<file path="src/rtl/serial_tx_if.sv">
// serial_tx_if: CPU write port of the serial console transmitter
interface serial_tx_if;
   logic       cpu_clken;
   logic       we;
   logic [7:0] din;
   logic       busy;
   modport master(output cpu_clken, we, din, input busy);
   modport slave(input cpu_clken, we, din, output busy);
endinterface

</file>
<file path="src/rtl/serial_tx.sv">
// serial_tx: FIFO-buffered 8N1 serial transmitter timed by cpu_clken pulses
module serial_tx #(
   parameter int BAUD_DIV   = 104,
   parameter int FIFO_DEPTH = 4,
   parameter int STRIP_MSB  = 1
) (
   input  logic        clk25,
   input  logic        rst_n,
   serial_tx_if.slave  cpu,
   output logic        tx_active,
   output logic        tx
);
   localparam int AW = $clog2(FIFO_DEPTH);
   localparam int CW = AW + 1;
   localparam int BW = $clog2(BAUD_DIV);
   localparam logic [7:0] MASK = STRIP_MSB != 0 ? 8'h7f : 8'hff;
   typedef enum logic [1:0] {IDLE, START, DATA, STOP} state_t;
   state_t        state;
   logic [BW-1:0] baud;
   logic [2:0]    idx;
   logic [7:0]    shift;
   logic [7:0]    mem [FIFO_DEPTH];
   logic [AW-1:0] wp, rp;
   logic [CW-1:0] count;
   logic          full, push, pop, bit_end;
   assign full     = count == CW'(FIFO_DEPTH);
   assign cpu.busy = full;
   assign push     = cpu.cpu_clken & cpu.we & ~full;
   assign bit_end  = baud == '0;
   // IDLE is transparent: the next character can start on the edge STOP ends
   assign pop      = cpu.cpu_clken & (count != '0) & (state == IDLE | (state == STOP & bit_end));
   always_ff @(posedge clk25)
      if (push) mem[wp] <= cpu.din;
   always_ff @(posedge clk25) begin
      if (!rst_n) begin
         state     <= IDLE;
         baud      <= '0;
         idx       <= '0;
         shift     <= '0;
         wp        <= '0;
         rp        <= '0;
         count     <= '0;
         tx        <= 1'b1;
         tx_active <= 1'b0;
      end else begin
         if (push) wp <= wp + AW'(1);
         if (pop) rp <= rp + AW'(1);
         count <= count + CW'(push) - CW'(pop);
         if (pop) begin
            shift     <= mem[rp] & MASK;
            baud      <= BW'(BAUD_DIV - 1);
            tx        <= 1'b0;
            tx_active <= 1'b1;
            state     <= START;
         end else if (cpu.cpu_clken && state != IDLE) begin
            if (!bit_end) baud <= baud - BW'(1);
            else begin
               baud <= BW'(BAUD_DIV - 1);
               case (state)
                  START: begin
                     state <= DATA;
                     idx   <= '0;
                     tx    <= shift[0];
                  end
                  DATA: begin
                     idx   <= idx + 3'd1;
                     shift <= shift >> 1;
                     tx    <= idx == 3'd7 ? 1'b1 : shift[1];
                     state <= idx == 3'd7 ? STOP : DATA;
                  end
                  default: begin
                     state     <= IDLE;
                     tx_active <= 1'b0;
                  end
               endcase
            end
         end
      end
   end
endmodule

</file>
<file path="src/flat_wrapper.sv">
// flat-port wrapper written by rule: the top's interface ports become plain ports
module serial_tx_flat 
#(
   parameter int BAUD_DIV   = 104,
   parameter int FIFO_DEPTH = 4,
   parameter int STRIP_MSB  = 1
)
  (clk25, rst_n, tx_active, tx, cpu_cpu_clken, cpu_we, cpu_din, cpu_busy);
  serial_tx_if cpu_i ();
  input  logic clk25;
  input  logic rst_n;
  output logic tx_active;
  output logic tx;
  input wire logic [$bits(cpu_i.cpu_clken)-1:0] cpu_cpu_clken;
  input wire logic [$bits(cpu_i.we)-1:0] cpu_we;
  input wire logic [$bits(cpu_i.din)-1:0] cpu_din;
  output wire logic [$bits(cpu_i.busy)-1:0] cpu_busy;
  assign cpu_i.cpu_clken = cpu_cpu_clken;
  assign cpu_i.we = cpu_we;
  assign cpu_i.din = cpu_din;
  assign cpu_busy = cpu_i.busy;
  serial_tx #(.BAUD_DIV(BAUD_DIV), .FIFO_DEPTH(FIFO_DEPTH), .STRIP_MSB(STRIP_MSB)) u_core (.clk25(clk25), .rst_n(rst_n), .cpu(cpu_i), .tx_active(tx_active), .tx(tx));
endmodule
</file>
<file path="config.mk">
export PLATFORM = sky130hd
export DESIGN_NAME = serial_tx_flat
export DESIGN_NICKNAME = d
export VERILOG_FILES = /design/src/rtl/serial_tx_if.sv /design/src/rtl/serial_tx.sv /design/src/flat_wrapper.sv
export SDC_FILE = /design/constraint.sdc
export NUM_CORES = 1
export LEC_CHECK = 0
export BUFFER_PORTS_ARGS = -buffer_cell sky130_fd_sc_hd__clkbuf_2
export CAP_MARGIN = 5
export CORE_UTILIZATION = 46
export DETAILED_ROUTE_END_ITERATION = 12
export SLEW_MARGIN = 20
export SYNTH_ARGS = -nofsm -noshare
export SYNTH_HDL_FRONTEND = slang
export SYNTH_SLANG_ARGS = --single-unit
</file>
<file path="constraint.sdc">
create_clock -name clk25 -period 5 [get_ports clk25]
set_input_delay 0.25 -clock clk25 [delete_from_list [all_inputs] [get_ports clk25]]
set_output_delay 0.25 -clock clk25 [all_outputs]
set_load 0.05 [all_outputs]
</file>
Yosys cells after proc, flatten, opt, wreduce, memory -nomap -nowiden
Memories as Yosys holds them, arrays and structs flattened. A register that Yosys moved wholly into a read port is not among the register bits.
Index checks and enable logic that the tools add are counted.
- $add $sub $neg: 6
- equal/unequal tests: 6
- muxes and demuxes: 26
- bitwise gates (word level): 9
- reduce and logical (&&, ||, !) cells: 18
- operators by type and width (operator ; number):
    two-way mux 7 bit ; 7
    two-way mux 1 bit ; 14
    nonzero test 2 bit ; 5
    AND reduction 3 bit ; 3
    zero test 7 bit ; 1
    subtractor 7 x 1 -> 7 bit, second input constant ; 1
    equality test 3 bit, second input constant ; 2
    case mux 3 bit (2 select lines) ; 1
    nonzero test 3 bit ; 2
    AND 1 bit ; 5
    adder 2 x 1 -> 2 bit, second input constant ; 2
    equality test 2 bit, second input constant ; 2
    two-way mux 2 bit ; 2
    case mux 2 bit (2 select lines) ; 1
    AND reduction 2 bit ; 2
    AND reduction 4 bit ; 1
    OR reduction 2 bit ; 2
    adder 3 x 1 -> 3 bit ; 1
    adder 3 x 1 -> 3 bit, second input constant ; 1
    NOT 1 bit ; 3
    subtractor 3 x 1 -> 3 bit ; 1
    equality test 2 x 1 -> 1 bit, second input constant ; 1
    zero test 2 bit ; 1
    != test 2 x 1 -> 1 bit, second input constant ; 1
    other kinds (3) ; 3
- flip-flop bits (word level): 28
- bits in writable memories: 32
- input port bits: 12
- output and inout port bits: 3
- logic and storage cells: 77
- memories: 1
- memory list (name ; depth ; width ; read ports ; clocked after memory_dff ; write ports ; line ; text):
    u_core.mem ; 4 ; 8 ; 1 ; 1 ; 1 ; serial_tx.sv:22 ; logic [7:0] mem [FIFO_DEPTH];

Longest topological paths before layout
Gate-level depths: netlist of run 1.
- depth after elaboration: 6
- depth in mapped cells: 13
- gate-level depth less buffers: 12

Least setup slack after synthesis of run 1
No wires, ideal clock.
- path type: reg2reg
- from: register u_core.count[0]
- to: register u_core.count[2]
- library setup time: 0.128 ns
- data arrival time: 2.881 ns
- data required time: 4.872 ns
- slack: 1.992 ns
- cell stages (with the launch flop): 10
- buffers on the path: 1
- clock period less this slack: 3.008 ns
- cell sequence: dfxtp_1 clkbuf_1 nor3b_1 nor2_1 ha_1 inv_1 fa_1 xor2_1 xnor2_1 nor2_1
- cells in the longest elaborated chain, start to end: 5
- elaborated cells between the ends (all ways): 8
- classes of those cells: 2 x add/sub; 1 x eq/ne; 4 x bitwise; 1 x reduce/logical
- RTL lines (item ; line ; text):
    start, declared ; serial_tx.sv:24 ; logic [CW-1:0] count;
    start signal, assigned ; serial_tx.sv:48 ; count <= count + CW'(push) - CW'(pop);
    equality test 3 bit ; serial_tx.sv:26 ; assign full = count == CW'(FIFO_DEPTH);
    net cpu_busy ; flat_wrapper.sv:17 ; output wire logic [$bits(cpu_i.busy)-1:0] cpu_busy;
    NOT 1 bit ; serial_tx.sv:28 ; assign push = cpu.cpu_clken & cpu.we & ~full;
    AND 1 bit ; serial_tx.sv:28 ;
    net u_core.push ; serial_tx.sv:25 ; logic full, push, pop, bit_end;
    adder 3 x 1 -> 3 bit ; serial_tx.sv:48 ;
    subtractor 3 x 1 -> 3 bit ; serial_tx.sv:48 ;
The timed path passes the listed nets, and every way through them passes these cells.
A chain may end at the register's enable or synchronous reset.

Worst setup path in the final report of run 1
- from: register u_core.baud[0]
- to: register u_core.count[2]
- cells in the longest elaborated chain, start to end: 5
- RTL lines (item ; line ; text):
    start, declared ; serial_tx.sv:19 ; logic [BW-1:0] baud;
    start signal, assigned ; serial_tx.sv:51 ; baud <= BW'(BAUD_DIV - 1);
    start signal, assigned ; serial_tx.sv:56 ; if (!bit_end) baud <= baud - BW'(1);
    start signal, assigned ; serial_tx.sv:58 ; baud <= BW'(BAUD_DIV - 1);
    zero test 7 bit ; serial_tx.sv:29 ; assign bit_end = baud == '0;
    AND 1 bit ; serial_tx.sv:31 ; assign pop = cpu.cpu_clken & (count != '0) & (state == IDLE | (state == STOP & bit_end));
    OR 1 bit ; serial_tx.sv:31 ;
    AND 1 bit ; serial_tx.sv:31 ;
    subtractor 3 x 1 -> 3 bit ; serial_tx.sv:48 ;
No other way between the ends.

==> results of run 1 <==
## cell families after synthesis
kind of cell	Yosys count
buffers and inverters	19
AO/OA/AOI/OAI	57
AND/OR/NAND/NOR	54
XOR/XNOR	6
adder cells (fa/ha/maj)	12
multiplexers	11
flip-flops	58
## critical path, cell delays in order, from the launching register on
cell     delay, ns
dfxtp_1       0.34
inv_1         0.06
ha_1          0.19
nor4b_2       0.41
a31o_2        0.39
nand2_1       0.17
xnor2_1       0.21
ha_1          0.16
inv_1         0.05
fa_1          0.36
xor2_1        0.17
xnor2_1       0.13
nor2_1        0.05
## power by group through the flow
stage	Combinational [µW]	Clock, µW	Sequential [µW]
floorplan	387	0	647
CTS	479	391	651
global route	533	414	665
global placement	473	0	659
detailed placement	475	0	660
finish	481	383	650
## cells in the mapped netlist (all sizes together)
cell	count	area share (%)
or4b	1	0.53
fa	1	0.77
o31a	1	0.34
or2	1	0.24
xor2	3	1.0
or3	1	0.24
nor4b	1	0.57
nand2	3	0.43
nor2b	2	0.48
nor3	5	0.96
dfxtp	30	23
nor2	15	2.2
ha	11	5.3
xnor2	3	1.0
o311a	1	0.38
a21o	1	0.29
a221oi	1	0.34
inv	9	1.3
nand4b	1	0.34
and3	1	0.24
o31ai	2	0.57
a31o	1	0.34
clkbuf	8	1.1
nand3b	1	0.29
nand3	10	1.9
o21ai	11	2.1
and2	5	1.2
mux4	7	6.0
a21boi	1	0.29
mux2i	4	1.5
a31oi	3	0.72
edfxtp	28	32
nor3b	2	0.57
a311oi	8	2.7
nand2b	5	1.2
o211ai	1	0.29
a211oi	8	2.3
o21a	1	0.29
o21bai	1	0.29
buf	2	0.33
a2111oi	1	1.1
a21oi	15	2.9
## stage by stage
step | utilization, % | total power (µW)
final | 52.9 | 1510
after global routing | 52.9 | 1610
after CTS | 52.9 | 1520
after detailed placement | 49.7 | 1140
after global placement | 49.6 | 1130
after floorplan | - | 1030
## final timing paths
kind	endpoint	slack (ns)	from	cells past startpoint
hold / removal	u_core.mem[3][6]	0.13	cpu_din[6]	1
hold reg to reg	u_core.idx[1]	0.48	u_core.idx[1]	2
setup reg to reg	u_core.count[2]	2.16	u_core.baud[0]	12
setup / recovery	u_core.count[2]	2.16	u_core.baud[0]	12
## routing by layer
metal / part of all wire (%) / up-vias
met2: 49 / 25
met3: 4.3 / 7
met5: 0 / -
li1: - / 854
met4: 0.64 / 0
met1: 46 / 829
## cell type report
type | instances | share of cell area (%)
sequential | 58 | 49.5
multi-input combinational | 140 | 37.9
clock buffer | 9 | 4.25
tap | 72 | 3.09
timing repair buffer | 13 | 2.23
clock inverter | 7 | 1.89
inverter | 9 | 1.16
## state kept, by name (all words and copies together) (netlist names), named ones only
register          cells
u_core.shift          7
u_core.count          3
u_core.rp             2
u_core.mem           28
u_core.idx            3
u_core.tx             1
u_core.tx_active      1
u_core.baud           7
u_core.state          2
u_core.wp             2
==> run metrics, run 1 <==
endpoints failing setup=0; worst IR drop on VDD=246 µV; combinational share of power=31.7%; post-detailed-route via-to-cell ratio=5.57; post-synthesis compound-gate area fraction=15.1%; internal power=955 µW; minimum clock period after layout=2.84 ns; simple-gate share of the synthesized area=11.3%; Antenna Cells=0; clock slew seen by the registers of the worst setup and hold paths=0.07 ns; switch share=36.9%; count of pins over their slew limit=0; relative max-transition margin=46.5%; cell area after layout=0.00291 mm²; count of yosys warnings during synthesis=0; average instance area after synthesis=12.0 µm²; CTS Root Cell=clkbuf_8; iteration-0 DRC count of the detailed router=109; minimum setup slack after placement=2.21 ns; antenna violations before repair=0; actual slew at the worst max-slew pin=0.802 ns; largest family of logic cells by synthesized area=compound AO/OA/AOI/OAI gates; part of the total power dissipated in sequential elements=43.0%; Setup CP Type=reg -> reg; most frequent standard cell in the layout excluding fill and tap cells=dfxtp_1; unrepaired setup endpoints after global routing=false; vertical extent of the die=77.4 µm; growth of design area from synthesis to finish=11.5%; highest clock rate=352 MHz; commonest cells after routing, fill and taps aside=dfxtp_1 (30), edfxtp_1 (28), nor2_1 (15), a21oi_1 (15), clkbuf_2 (13); cell count after placement=292; area of the multi-input gates=0.00110 mm²; final-layout fill cell count=471; power density relative to cell area=520 mW/mm²; Critical Path End Type=register; clock tree from TritonCTS=built; count of instances resized after the clock tree is built=0; worst hold-check slack=0.129 ns; critical path startpoint category=register; netlist area before placement=0.00261 mm²; insertion delay of the later-clocked pin in the worst-skew pair=0.33 ns; hold-fix buffer count after cts=0; placeable core area=0.00551 mm²; fraction of the mapped netlist area in adder cells=6.03%; xor-xnor portion of the synthesized cell area=2.01%; number of register bits inferred by synthesis=58; largest net degree at the start of global routing=24; largest driver fanout on the critical path=10; global-route met1 utilization=22.7%; multiplexer fraction of the synthesized cell area=7.56%; global-route wire length before repair=8160 µm; arrival time of the worst setup path=3.03 ns; required time worst endpoint=5.19 ns; antenna-violating nets left=0; x dimension of the die=77.4 µm; maximum capacitance violations=0; sequential cell area in the final layout=0.00144 mm²; post-detailed-routing wire length=4820 µm; Total Routing Usage GR=18.2%; Avg WL per Cell=15.7 µm; Site Rows=27; Max Root-Sink Buffers=2; status=complete, no violations; clock network fraction of design power=25.3%; placed wire-length estimate after detailed placement=3170 µm; GR Layer Usage met2=28.7%; Seq/Total Area, Yosys=55.1%; number of post-CTS setup repair buffers=0; worst-case clock skew=0.00522 ns; final setup TNS=0 ns; number of sinks driven by the clock tree=58; number of levels the H-tree was split into=3; unique cell type count in the Yosys netlist=43; post-synthesis instance total=217; Overflow after GRT=0; Boundary Pins=15; total number of vias=1,715; path type of the worst min-delay path=in -> reg; number of port buffers=13; effective utilization at floorplan=47.5%; global routing met3 resource utilization=6.94%; share of the cycle needed by the critical path after routing=56.8%; final worst-path setup slack=2.16 ns; vias in the first global route=1,645; total placed instance area=0.00274 mm²; peak-usage layer in the global routing report=met2; number of search-and-repair iterations in the first detailed-routing pass=4; number of buffers added by the clock tree synthesis step=9; switching power of the nets=559 µW; Synthesized Nets=241; leakage power of the design=0.00102 µW; post-route DRC violation count=0; final std cells w/o fill=308; die area=0.00599 mm²; gpl congestion=0.728; number of nets in the finished design=255; Hold Fails Final Rpt=0; ratio of cells with drive above 1 in the final layout=17.8%
No activity file was read; power rests on OpenSTA's default activity.
==> run 2, diff against run 1 <==
- PLACE_DENSITY: default -> 0.65
- clock period: 5 -> 2.39 ns (I/O delays scaled with it)
==> run 2 against run 1 <==
Cell area up 9.7%. Register-to-register slack worse by 2.0 ns. Critical path type unchanged. Final cell count up 6.8%. Combinational power rose to 2.6 times the previous value. Die area unchanged. Hold slack worse by 0.098 ns. Non-clock buffer count up 21. Clock power rose to 2.9 times the previous value. Maximum frequency up 26%. Via count up 6.9%. Largest power group unchanged. Critical path depth unchanged.
==> run metrics, run 2 (same netlist as run 1, synthesis figures left out) <==
effective utilization at floorplan=47.5%; sequential cell area in the final layout=0.00144 mm²; Final Util=58.1%; total number of vias=1,833; Avg WL per Cell=15.4 µm; number of nets in the finished design=276; minimum clock period after layout=2.25 ns; antenna-violating nets left=0; biggest cell delay along the critical path=0.34 ns; worst hold-check slack=0.0308 ns; Top cell by count, worst path=inv_2; leading registers by flop count=u_core.mem x28, u_core.baud x7, u_core.shift x7; global routing met3 resource utilization=6.71%; critical path startpoint category=register; placed wire-length estimate after detailed placement=3330 µm; reg-to-reg critical path endpoint=u_core.count[2]; Hold Path End=u_core.mem[2][1]; insertion delay of the later-clocked pin in the worst-skew pair=0.33 ns; x dimension of the die=77.4 µm; Hold Fails Final Rpt=0; ratio of cells with drive above 1 in the final layout=26.1%; Total Routing Usage GR=19.0%; global-route wire length before repair=8670 µm; required time worst endpoint=2.58 ns; cell type of the slowest stage on the worst timing path=fa_2; leakage power of the design=0.00117 µW; path type of the worst min-delay path=in -> reg; antenna violations before repair=0; unrepaired setup endpoints after global routing=true; Antenna Cells=0; flip-flop count of the largest register after layout=28; power density relative to cell area=1160 mW/mm²; post-detailed-routing wire length=5080 µm; launching point of the worst reg2reg path=u_core.baud[1]; Boundary Pins=15; cell area after layout=0.00320 mm²; CP startpoint=u_core.baud[1]; commonest cells after routing, fill and taps aside=dfxtp_1 (28), edfxtp_1 (28), nor2_1 (15), a21oi_1 (15), buf_4 (15); final setup TNS=0 ns; post-detailed-route via-to-cell ratio=5.57; vertical extent of the die=77.4 µm; number of search-and-repair iterations in the first detailed-routing pass=4; die area=0.00599 mm²; cell depth of the worst flop-to-flop path=12; iteration-0 DRC count of the detailed router=114; total placed instance area=0.00285 mm²; status=complete, no violations; Site Rows=27; clock tree from TritonCTS=built; number of levels the H-tree was split into=3; GR Layer Usage met2=30.9%; final-layout fill cell count=454; gpl congestion=0.758; worst IR drop on VDD=613 µV; endpoints failing setup=0; vias in the first global route=1,842; number of buffer and inverter instances along the worst setup path=2; highest clock rate=444 MHz; post-route DRC violation count=0; peak-usage layer in the global routing report=met2; Min-Delay Startpoint=cpu_din[1]; Overflow after GRT=0; share of the cycle needed by the critical path after routing=94.2%; growth of design area from synthesis to finish=22.4%; arrival time of the worst setup path=2.45 ns; number of port buffers=13; area of the multi-input gates=0.00115 mm²; cell family with most CP delay=adder cells; placeable core area=0.00551 mm²; Reg with most FFs=u_core.mem; flop2flop setup slack=0.14 ns; worst-case clock skew=0.00979 ns; clock slew seen by the registers of the worst setup and hold paths=0.07 ns; Critical Path End Type=register; count of pins over their slew limit=0; cell breakdown of the critical path=inv_2 -> ha_4 -> nor4b_4 -> a31o_2 -> nand2_2 -> xnor2_2 -> ha_2 -> inv_2 -> fa_2 -> xor2_2 -> xnor2_1 -> nor2_1; CTS Root Cell=clkbuf_8; maximum capacitance violations=0; worst hold path depth=1; Setup CP Type=reg -> reg; relative max-transition margin=51.3%; largest net degree at the start of global routing=24; largest driver fanout on the critical path=3; Max Root-Sink Buffers=2; number of buffers added by the clock tree synthesis step=9; actual slew at the worst max-slew pin=0.729 ns; global-route met1 utilization=23.6%; number of sinks driven by the clock tree=58
==> run 2: through the flow <==
| step | worst slack [ns] | std cells | power (µW) |
|---|---|---|---|
| 5_1_grt | -0.0853 | 329 | 3930 |
| 2_1_floorplan | 0.00406 | 217 | 2190 |
| 6_report | 0.138 | 329 | 3700 |
| 3_3_place_gp | 0.101 | 306 | 2500 |
| 4_1_cts | 0.00885 | 326 | 3630 |
| 3_5_place_dp | 0.0356 | 306 | 2510 |
==> run 2: cell type report <==
| class | instances | share of cell area [%] |
|---|---|---|
| Timing Repair Buffer | 34 | 7.43 |
| Tap cell | 72 | 2.82 |
| Clock buffer | 11 | 4.42 |
| Multi-Input combinational cell | 140 | 35.9 |
| Sequential cell | 58 | 45.1 |
| Inverter | 9 | 1.06 |
| Clock inverter | 5 | 3.21 |
==> run 2: how the worst max path moves through the flow <==
stage | end | slack, ns | cells past startpoint
CTS | u_core.count[2] | 0.009 | 12
floorplan | u_core.count[2] | 0.004 | 13
finish | u_core.count[2] | 0.14 | 12
global placement | u_core.count[2] | 0.10 | 12
global route | u_core.count[2] | -0.09 | 12
detailed placement | u_core.count[2] | 0.04 | 12
==> run 2: power by group <==
group / leakage (µW) / switching, µW / total (µW) / internal, µW
clock: 0.000120 / 385 / 1100 / 720
sequential: 0.000500 / 157 / 1370 / 1210
combinational: 0.000545 / 650 / 1230 / 575
==> run 2: layer usage <==
layer  vias up  share of wire, %  wire [µm]
met5         -                 0          0
met4         0              0.57         29
met3         6               5.3        268
met2        51                50       2520
met1       881                45       2260
li1        895                 -          -
==> run 2: repair_timing <==
action / 4_1_cts / 5_1_grt
setup buffers: 0 / 1
endpoints found under the setup margin: 1 / 1
endpoints found under the hold margin: 16 / 8
resized for setup: 1 / 11
pin swaps: 0 / 3
hold buffers: 4 / 2
==> run 3, diff against run 2 <==
- CORE_ASPECT_RATIO: default -> 1.4
==> run 3 against run 2 <==
Via count decreased by 1.6%. Sequential power barely moved. First-iteration DRC count shrank 14%. Combinational power decreased by 3%. Global-route usage shrank 0.32 points. Critical path type unchanged. Critical endpoint unchanged. Highest routed layer unchanged.
==> run metrics, run 3 (same netlist as run 1, synthesis figures left out) <==
gpl congestion=0.776; post-detailed-routing wire length=4860 µm; largest net degree at the start of global routing=24; share of the cycle needed by the critical path after routing=94.3%; global-route wire length before repair=8360 µm; Antenna Cells=0; x dimension of the die=65.7 µm; most frequent standard cell in the layout excluding fill and tap cells=dfxtp_1; Max Root-Sink Buffers=2; cell type of the slowest stage on the worst timing path=dfxtp_1; met2 wire length=2530 µm; biggest cell delay along the critical path=0.33 ns; status=complete, no violations; Critical Path End Type=register; count of pins over their slew limit=0; number of port buffers=13; effective utilization at floorplan=47.7%; number of levels the H-tree was split into=3; largest driver fanout on the critical path=4; endpoints failing setup=0; clock slew seen by the registers of the worst setup and hold paths=0.07 ns; worst-case clock skew=0.00984 ns; Total Routing Usage GR=18.6%; ratio of cells with drive above 1 in the final layout=23.0%; number of search-and-repair iterations in the first detailed-routing pass=4; arrival time of the worst setup path=2.45 ns; final std cells w/o fill=325; CTS Root Cell=clkbuf_8; sequential cell area in the final layout=0.00144 mm²; insertion delay of the later-clocked pin in the worst-skew pair=0.33 ns; cell breakdown of the critical path=inv_2 -> ha_4 -> nor4b_4 -> a31o_2 -> nand2_1 -> xnor2_1 -> ha_2 -> inv_1 -> fa_2 -> xor2_1 -> xnor2_1 -> nor2_1; leading registers by flop count=u_core.mem x28, u_core.baud x7, u_core.shift x7; Overflow after GRT=0; Avg WL per Cell=14.9 µm; die area=0.00599 mm²; relative max-transition margin=50.6%; clock tree from TritonCTS=built; Site Rows=32; length of routed met3 wiring=130 µm; final-layout fill cell count=453; final worst-path setup slack=0.137 ns; final setup TNS=0 ns; Hold Fails Final Rpt=0; minimum setup slack after placement=0.0572 ns; post-route DRC violation count=0; flip-flop count of the largest register after layout=28; placeable core area=0.00549 mm²; vias in the first global route=1,862; number of nets in the finished design=276; iteration-0 DRC count of the detailed router=98; placed wire-length estimate after detailed placement=3320 µm; worst IR drop on VDD=553 µV; area of the multi-input gates=0.00113 mm²; actual slew at the worst max-slew pin=0.740 ns; highest clock rate=444 MHz; Setup CP Type=reg -> reg; power density relative to cell area=1060 mW/mm²; minimum clock period after layout=2.25 ns; Top cell by count, worst path=xnor2_1; critical path startpoint category=register; highest layer used for signal routing=met4; cell family with most CP delay=adder cells; number of sinks driven by the clock tree=58; leakage power of the design=0.00112 µW; met1 routed wirelength after detailed routing=2090 µm; post-detailed-route via-to-cell ratio=5.55; cell count after placement=302; antenna violations before repair=0; antenna-violating nets left=0; number of post-CTS setup repair buffers=0; Reg with most FFs=u_core.mem; number of buffers added by the clock tree synthesis step=9; number of buffer and inverter instances along the worst setup path=2; commonest cells after routing, fill and taps aside=dfxtp_1 (29), edfxtp_1 (28), nor2_1 (15), a21oi_1 (15), buf_4 (14); vertical extent of the die=91.2 µm; total number of vias=1,803; required time worst endpoint=2.59 ns; maximum capacitance violations=0; growth of design area from synthesis to finish=18.4%; Boundary Pins=15; path type of the worst min-delay path=in -> reg
==> run 3: cell types whose count changed in the layout (fill, tap and decap cells not counted), sizes merged <==
cell	before	now
clkbuf	24	23
clkinv	1	5
buf	15	14
bufinv	3	0
dlygate4sd3	6	7
==> run 3: power by group <==
group          internal, µW  leakage [µW]  switching, µW  total [µW]
registers              1210      0.000500            149        1360
clock network           366     0.0000811            382         748
logic                   549      0.000538            638        1190
total                  2120       0.00112           1170        3290
==> run 3: layout make-up <==
cell class              count  share of cell area, %
clock inverters             6                   1.09
repair buffers             34                   7.76
clock buffers              10                   4.12
flip-flops and latches     58                   46.6
inverters                   9                   1.09
well taps                  68                   2.75
multi-input cells         140                   36.6
==> run 3: metrics by stage <==
stage	hold slack [ns]	utilization (%)	area [µm²]	total power [µW]
after floorplan	0.196	-	2630	2190
after global placement	0.338	51.8	2840	2510
after detailed placement	0.339	51.8	2840	2520
after CTS	0.0644	56.1	3080	3280
after global routing	0.0914	56.4	3090	3500
final	0.0816	56.4	3090	3290
==> run 3: path summary, 6_finish.rpt <==
check / slack [ns] / end / start / cells after the start
setup / recovery: 0.14 / u_core.count[2] / u_core.baud[1] / 12
hold reg to reg: 0.48 / u_core.rp[1] / u_core.rp[1] / 2
hold / removal: 0.08 / u_core.tx / rst_n / 2
setup reg to reg: 0.14 / u_core.count[2] / u_core.baud[1] / 12
==> run 3: per-layer routing <==
| layer | up-vias | track usage, % |
|---|---|---|
| li1 | 898 | - |
| met5 | - | 0 |
| met1 | 869 | 20.5 |
| met2 | 26 | 31.3 |
| met4 | 0 | 9.96 |
| met3 | 10 | 5.53 |
==> run 3: what timing repair did <==
item | in CTS | in global routing
endpoints found under the setup margin | 0 | 1
hold buffers | 7 | 0
resized for setup | 0 | 7
endpoints found under the hold margin | 28 | 0
